[config.mk]
export PLATFORM = sky130hd
export DESIGN_NAME = multdiv_issue_ctrl
export DESIGN_NICKNAME = d
export VERILOG_FILES = /design/src/rtl/md_pkg.sv /design/src/rtl/md_operand_latch.sv /design/src/rtl/multdiv_issue_ctrl.sv
export SDC_FILE = /design/constraint.sdc
export NUM_CORES = 1
export LEC_CHECK = 0
export CAP_MARGIN = 20
export CORE_ASPECT_RATIO = 1.25
export CORE_MARGIN = 2
export CORE_UTILIZATION = 44
export DETAILED_ROUTE_END_ITERATION = 8
export GPL_ROUTABILITY_DRIVEN = 0
export PLACE_DENSITY = 0.86
export SETUP_SLACK_MARGIN = 0.15
export SLEW_MARGIN = 5
export SYNTH_ARGS = -nofsm -noshare
export SYNTH_HDL_FRONTEND = slang
export SYNTH_SLANG_ARGS = --single-unit
[constraint.sdc]
create_clock -name clock -period 8.2 [get_ports clock]
set_clock_uncertainty 0.15 [all_clocks]
set_input_delay 1.23 -clock clock [delete_from_list [all_inputs] [get_ports clock]]
set_output_delay 1.23 -clock clock [all_outputs]
set_load 0.05 [all_outputs]
[src/rtl/md_pkg.sv]
// Shared definitions for the multdiv issue controller: FSM states, exception
// register/rstatus defaults and the op-kind encoding.
package md_pkg;

    typedef enum logic [1:0] {
        IDLE  = 2'd0,
        START = 2'd1,
        WAIT  = 2'd2,
        DONE  = 2'd3
    } md_state_t;

    localparam int unsigned MD_EXC_REG      = 30;
    localparam int unsigned MD_RSTATUS_MULT = 4;
    localparam int unsigned MD_RSTATUS_DIV  = 5;

    localparam logic KIND_MULT = 1'b0;
    localparam logic KIND_DIV  = 1'b1;

endpackage

[src/rtl/md_operand_latch.sv]
// Enable-loaded register holding the issued operands, destination and op kind
// for the duration of one multdiv operation; asynchronous active-high reset.
module md_operand_latch
    import md_pkg::*;
#(
    parameter int unsigned WIDTH = 32
) (
    input  logic             clock,
    input  logic             reset,
    input  logic             load,
    input  logic [WIDTH-1:0] op_a,
    input  logic [WIDTH-1:0] op_b,
    input  logic [4:0]       rd,
    input  logic             kind,
    output logic [WIDTH-1:0] lat_op_a,
    output logic [WIDTH-1:0] lat_op_b,
    output logic [4:0]       lat_rd,
    output logic             lat_kind
);

    always_ff @(posedge clock or posedge reset) begin
        if (reset) begin
            lat_op_a <= '0;
            lat_op_b <= '0;
            lat_rd   <= '0;
            lat_kind <= KIND_MULT;
        end else if (load) begin
            lat_op_a <= op_a;
            lat_op_b <= op_b;
            lat_rd   <= rd;
            lat_kind <= kind;
        end
    end

endmodule

[src/rtl/multdiv_issue_ctrl.sv]
// Execute-stage initiator for the multdiv unit: issues a one-cycle start pulse,
// stalls until the result is ready, then emits a one-cycle writeback packet.
// Optional watchdog in WAIT enabled by defining MD_TIMEOUT_EN.
module multdiv_issue_ctrl
    import md_pkg::*;
#(
    parameter int unsigned WIDTH          = 32,
    parameter int unsigned EXC_REG        = MD_EXC_REG,
    parameter int unsigned RSTATUS_MULT   = MD_RSTATUS_MULT,
    parameter int unsigned RSTATUS_DIV    = MD_RSTATUS_DIV,
    parameter int unsigned TIMEOUT_CYCLES = 64
) (
    input  logic             clock,
    input  logic             reset,
    input  logic             in_valid,
    input  logic             in_is_mult,
    input  logic             in_is_div,
    input  logic [WIDTH-1:0] in_opA,
    input  logic [WIDTH-1:0] in_opB,
    input  logic [4:0]       in_rd,
    input  logic             flush,
    output logic             stall,
    output logic [WIDTH-1:0] md_operandA,
    output logic [WIDTH-1:0] md_operandB,
    output logic             md_ctrl_MULT,
    output logic             md_ctrl_DIV,
    input  logic [WIDTH-1:0] md_result,
    input  logic             md_exception,
    input  logic             md_resultRDY,
    output logic             wb_valid,
    output logic [4:0]       wb_rd,
    output logic [WIDTH-1:0] wb_data,
    output logic             wb_exception
);

    md_state_t        state, state_nxt;
    logic             trigger, load, capture, timeout_hit;
    logic [WIDTH-1:0] lat_op_a, lat_op_b;
    logic [4:0]       lat_rd;
    logic             lat_kind;
    logic [WIDTH-1:0] res_data;
    logic             res_exc;

    assign trigger = in_valid & (in_is_mult | in_is_div) & ~flush;
    assign load    = (state == IDLE) & trigger;
    assign capture = (state == WAIT) & ~flush & (md_resultRDY | timeout_hit);

    md_operand_latch #(
        .WIDTH (WIDTH)
    ) u_latch (
        .clock    (clock),
        .reset    (reset),
        .load     (load),
        .op_a     (in_opA),
        .op_b     (in_opB),
        .rd       (in_rd),
        .kind     (in_is_mult ? KIND_MULT : KIND_DIV),
        .lat_op_a (lat_op_a),
        .lat_op_b (lat_op_b),
        .lat_rd   (lat_rd),
        .lat_kind (lat_kind)
    );

    assign md_operandA = lat_op_a;
    assign md_operandB = lat_op_b;

`ifdef MD_TIMEOUT_EN
    logic [7:0] wait_cnt;

    // Counts cycles since START (START itself is cycle 0).
    always_ff @(posedge clock or posedge reset) begin
        if (reset) begin
            wait_cnt <= '0;
        end else if (load) begin
            wait_cnt <= '0;
        end else if (state == START || state == WAIT) begin
            wait_cnt <= wait_cnt + 8'd1;
        end
    end

    assign timeout_hit = (state == WAIT) && (wait_cnt == 8'(TIMEOUT_CYCLES - 1));
`else
    assign timeout_hit = 1'b0;
`endif

    always_ff @(posedge clock or posedge reset) begin
        if (reset) begin
            res_data <= '0;
            res_exc  <= 1'b0;
        end else if (capture) begin
            res_data <= md_result;
            res_exc  <= md_resultRDY ? md_exception : 1'b1;
        end
    end

    always_ff @(posedge clock or posedge reset) begin
        if (reset) begin
            state <= IDLE;
        end else begin
            state <= state_nxt;
        end
    end

    always_comb begin
        state_nxt    = state;
        stall        = 1'b0;
        md_ctrl_MULT = 1'b0;
        md_ctrl_DIV  = 1'b0;
        wb_valid     = 1'b0;
        wb_rd        = '0;
        wb_data      = '0;
        wb_exception = 1'b0;
        if (flush) begin
            state_nxt = IDLE;
        end else begin
            case (state)
                IDLE: begin
                    if (trigger) begin
                        stall     = 1'b1;
                        state_nxt = START;
                    end
                end
                START: begin
                    stall        = 1'b1;
                    md_ctrl_MULT = (lat_kind == KIND_MULT);
                    md_ctrl_DIV  = (lat_kind == KIND_DIV);
                    state_nxt    = WAIT;
                end
                WAIT: begin
                    stall = 1'b1;
                    if (capture) state_nxt = DONE;
                end
                DONE: begin
                    state_nxt = IDLE;
                    if (res_exc) begin
                        wb_valid     = 1'b1;
                        wb_rd        = 5'(EXC_REG);
                        wb_data      = (lat_kind == KIND_MULT) ? WIDTH'(RSTATUS_MULT)
                                                               : WIDTH'(RSTATUS_DIV);
                        wb_exception = 1'b1;
                    end else if (lat_rd != 5'd0) begin
                        wb_valid = 1'b1;
                        wb_rd    = lat_rd;
                        wb_data  = res_data;
                    end
                end
                default: state_nxt = IDLE;
            endcase
        end
    end

endmodule

### After elaboration in Yosys (flattened, before gate mapping)

Index checks and enable logic that the tools add are counted.

| word-level totals | value |
|---|---|
| register bits after elaboration | 105 |
| bits of input ports | 109 |
| output and inout port bits | 106 |
| logic and storage cells | 53 |

| operators by class | value |
|---|---|
| eq/ne operators | 5 |
| mux-type cells | 29 |
| bitwise gates (word level) | 8 |
| reduce and logical (&&, ||, !) cells | 4 |

Operators with widths:

| kind | number |
|---|---|
| $mux 32 | 4 |
| $mux 5 | 4 |
| $mux 1 | 16 |
| $pmux 2 s4 | 1 |
| $mux 2 | 3 |
| $ne 3x3->1 const B | 2 |
| $and 1x1->1 | 5 |
| $reduce_bool 5->1 | 1 |
| $eq 2x2->1 const B | 2 |
| $eq 2x1->1 const B | 1 |
| $logic_not 2->1 | 1 |
| $not 1->1 | 2 |
| $pmux 1 s2 | 1 |
| $reduce_and 2->1 | 1 |
| $reduce_or 2->1 | 1 |
| $or 1x1->1 | 1 |

### Depth between registers and ports, before layout

| depth | value |
|---|---|
| depth in word-level cells | 6 |
| mapped depth | 5 |
| mapped depth without buffers | 5 |

### Cells and area by module

Synthesis repeated with hierarchy kept, for this count alone.

| unflattened totals | value |
|---|---|
| cells, all modules | 304 |
| area, all modules | 4840.9 um2 |

By module, submodules not included:

| module | times used | cells an instance | area an instance (um2) |
|---|---|---|---|
| md_operand_latch | 1 | 149 | 2957.8 |
| multdiv_issue_ctrl | 1 | 155 | 1883.1 |

### Worst setup path before layout

Ideal clock, no wire load.

| timing path | value |
|---|---|
| kind | input to output |
| from | input flush |
| to | output stall |
| arrival time | 2602 ps |
| required time | 6820 ps |
| setup slack | 4218 ps |
| cell stages on the path | 3 |
| cell sequence | buf_2 > or3b_2 > a21oi_1 |

| between the ends | value |
|---|---|
| cells in the longest elaborated chain, start to end | 5 |

Ends and longest elaborated chain:

| what | line | RTL |
|---|---|---|
| from (decl) | multdiv_issue_ctrl.sv:21 | `input logic flush,` |
| $not 1->1 | multdiv_issue_ctrl.sv:44 | `assign trigger = in_valid & (in_is_mult \| in_is_div) & ~flush;` |
| $and 1x1->1 | multdiv_issue_ctrl.sv:44 |  |
| $mux 1 | multdiv_issue_ctrl.sv:118 | `if (trigger) begin` |
| $pmux 1 s2 | multdiv_issue_ctrl.sv:116 | `case (state)` |
| $mux 1 * | multdiv_issue_ctrl.sv:113 | `if (flush) begin` |
| to (decl) | multdiv_issue_ctrl.sv:22 | `output logic stall,` |

Every way passes the cells marked *; elsewhere a longest branch is shown, timed or not.

### Worst setup path in the final report

| timing path | value |
|---|---|
| from | input flush |
| to | output wb_data[9] |

| between the ends | value |
|---|---|
| cells in the longest elaborated chain, start to end | 1 |

Ends and longest elaborated chain:

| what | line | RTL |
|---|---|---|
| $mux 32 | multdiv_issue_ctrl.sv:113 |  |
| to (decl) | multdiv_issue_ctrl.sv:32 | `output logic [WIDTH-1:0] wb_data,` |

Every way passes these cells.

==> results.sh <==
export IMPL_min_period_ns=5.16
export IMPL_slew_headroom_pct=44.3
export IMPL_r2r_setup_slack_ns=6.00
export IMPL_layout_common_cells="clkdlybuf4s50_1 (214), dfrtp_1 (105), mux2_2 (103)"
export IMPL_port_buffers=214
export IMPL_clockRootBuffer="clkbuf_16"
export IMPL_cp_common_cell="clkdlybuf4s50_1"
export IMPL_crit_buf_inv=2
export IMPL_initial_utilization_pct=44.8
export IMPL_dieHeight_um=117
export IMPL_cp_cell_sequence="clkdlybuf4s50_1, or3b_1, o21ba_4, and2_4, clkdlybuf4s50_1"
export IMPL_finalMaxSlewViolations=0
export IMPL_p_per_area_mw_per_mm2=396
export IMPL_layout_commonest_cell="clkdlybuf4s50_1"
export IMPL_dieArea_mm2=0.0110
export IMPL_wl_um=10900
export IMPL_rsz0062_at_grt="no"
export IMPL_ys_types=26
export IMPL_clk_latency_ns=0.33
export IMPL_synthesis_area_mm2=0.00448
export IMPL_rows=41
export IMPL_grt_pass1_wl_um=16500
export IMPL_cts_buffers=9
export IMPL_vias=3131
export IMPL_path_clk_slew_ns=0.06
export IMPL_fin_nets=629
export IMPL_ys_warn_count=0
export IMPL_cap_violations=0
export IMPL_tightest_slew_ns=0.836
export IMPL_postSynthCellCount=301
export IMPL_worstSetupPathType="in2out"
export IMPL_drt_vias_per_instance=4.84
export IMPL_final_cell_area_mm2=0.00698
export IMPL_synth_net_count=415
export IMPL_fmax_ghz=0.194
export IMPL_drt_antenna_violating_nets=0
export IMPL_first_iter_violations=53
export IMPL_crit_fanout=30
export IMPL_dpl_cell_area_mm2=0.00671
export IMPL_synthTopCellsByArea="dfrtp_1 (59%), mux2_2 (26%), and2_4 (5.9%), ha_1 (1.4%), buf_4 (1.2%)"
export IMPL_io_pins=215
export IMPL_holdCritPathClass="reg2reg"
export IMPL_ys_seq_area_share_pct=58.7
export IMPL_dp_hpwl_um=8260
export IMPL_status="finished clean"
export IMPL_nFillCells=735
export IMPL_yosysTopAreaCell="dfrtp_1"
export IMPL_start_kind="primary input"
export IMPL_worst_path_dominant_cell_family="buffers and inverters"
export IMPL_synth_seq_cells=105
export IMPL_postCtsSetupBuffers=0
export IMPL_drt_drc_violations_left=0
export IMPL_crit_slowest_cell="clkdlybuf4s50_1"
export IMPL_finalSetupTns_ns=0
export IMPL_slowest_delay_ns=0.79
export IMPL_cts_max_path_buffers=2
export IMPL_hold_viol_final=0
export IMPL_fp_coreArea_mm2=0.0100
export IMPL_cts_sinks=105
export IMPL_cts_hold_buf=0
export IMPL_ctsResizeCount=0
export IMPL_worstPathArrival_ns=3.78
export IMPL_crit_path_end_kind="output pin"
export IMPL_grt_max_degree=69
export IMPL_num_antenna_cells=0
export IMPL_antenna_found_initial=0
export IMPL_synthDominantCellAreaShare_pct=58.7
export IMPL_htree_levels=3
export IMPL_drive_gt1_share_pct=30.1
export IMPL_wire_per_inst_um=16.8
export IMPL_drtPass1Iterations=4
export IMPL_syn_avg_cell_area_um2=14.9
export IMPL_grt_pass1_vias=3336
export IMPL_area_growth_syn_to_layout_pct=55.9
export IMPL_cts_tree="done"
export IMPL_critPathRequiredTime_ns=6.82
export IMPL_grt_util_all_layers_pct=19.9
export IMPL_grt_overflow=0
export IMPL_fin_crit_sh_pct=62.9
export IMPL_die_x_um=94.2
export IMPL_p_leak_uw=0.00293
export IMPL_vdd_drop_max_v=0.000249
export IMPL_setup_viol=0
[Yosys cell counts]
cell / count
dfrtp_1: 105
buf_6: 3
nor3b_1: 2
nor2_1: 13
o21bai_1: 1
mux2i_1: 2
buf_2: 5
nor3b_2: 1
or3b_1: 1
o21ba_4: 1
or3b_2: 1
mux2_2: 103
nor3_1: 1
ha_1: 5
o21ai_1: 1
buf_4: 7
inv_1: 5
nand2b_1: 3
a21oi_1: 2
or4_4: 1
and2_1: 1
nand3b_1: 2
nand2_1: 2
and2_4: 30
nor2b_1: 2
o22ai_1: 1
[stage by stage]
stage / worst slack [ns] / hold WS, ns / power [uW] / instances / util, %
floorplan: 4.06 / 0.329 / 1880 / 301 / -
CTS: 3.03 / 0.357 / 2800 / 647 / 69.8
detailed placement: 3.05 / 0.343 / 2390 / 633 / 67.1
global placement: 3.08 / 0.336 / 2340 / 633 / 67.1
finish: 3.04 / 0.352 / 2760 / 647 / 69.8
global route: 2.92 / 0.367 / 2900 / 647 / 69.8
[flip-flops by register name, summed over array words and instances, names as in the netlist]
signal            count
res_data             32
res_exc               1
state                 2
u_latch.lat_kind      1
u_latch.lat_op_a     32
u_latch.lat_op_b     32
u_latch.lat_rd        5
[report_power, final]
| part | switching (uW) | leakage, uW | internal (uW) |
|---|---|---|---|
| clock network | 174 | 0.000133 | 218 |
| logic | 867 | 0.00153 | 583 |
| registers | 148 | 0.00127 | 774 |
[area by class of cell]
type                    instances  area [um^2]  share of cell area, %
flip-flops and latches        105         2630                   37.6
clock inverters                 3         17.5                  0.251
multi-input cells             176         1730                   24.7
well taps                     129          161                   2.31
repair buffers                218         2170                   31.1
clock buffers                  11          253                   3.62
inverters                       5         21.3                  0.305
[cell families (layout without fill, tap and decap cells)]
| family | after synthesis | after routing | synth area share, % |
|---|---|---|---|
| AOI/OAI and AO/OA | 6 | 6 | 1.01 |
| adders and majority gates | 5 | 5 | 1.40 |
| buffers and inverters | 20 | 237 | 2.91 |
| DFF | 105 | 105 | 58.7 |
| muxes | 105 | 105 | 26.3 |
| and+or+nand+nor | 60 | 60 | 9.67 |
[routing by layer]
| metal | vias to the layer above | GRT usage (%) | share of wire (%) |
|---|---|---|---|
| met1 | 1518 | 20.6 | 36 |
| met5 | - | 0 | 0 |
| met2 | 145 | 36.0 | 53 |
| li1 | 1449 | - | - |
| met4 | 0 | 8.99 | 2.2 |
| met3 | 19 | 6.98 | 9.1 |
[final timing paths]
kind                                    startpoint  cells past startpoint                                to
min in group asynchronous                    reset                      2  u_latch.lat_op_a[19]$_DFFE_PP0P_
max reg2reg                   state[0]$_DFFE_PP0P_                      5   u_latch.lat_op_a[7]$_DFFE_PP0P_
min                        res_data[8]$_DFFE_PP0P_                      1           res_data[8]$_DFFE_PP0P_
max in group asynchronous                    reset                      3  u_latch.lat_op_a[17]$_DFFE_PP0P_
max                                          flush                      5                        wb_data[9]
min reg2reg                res_data[8]$_DFFE_PP0P_                      1           res_data[8]$_DFFE_PP0P_
No activity file was read; power rests on OpenSTA's default activity.
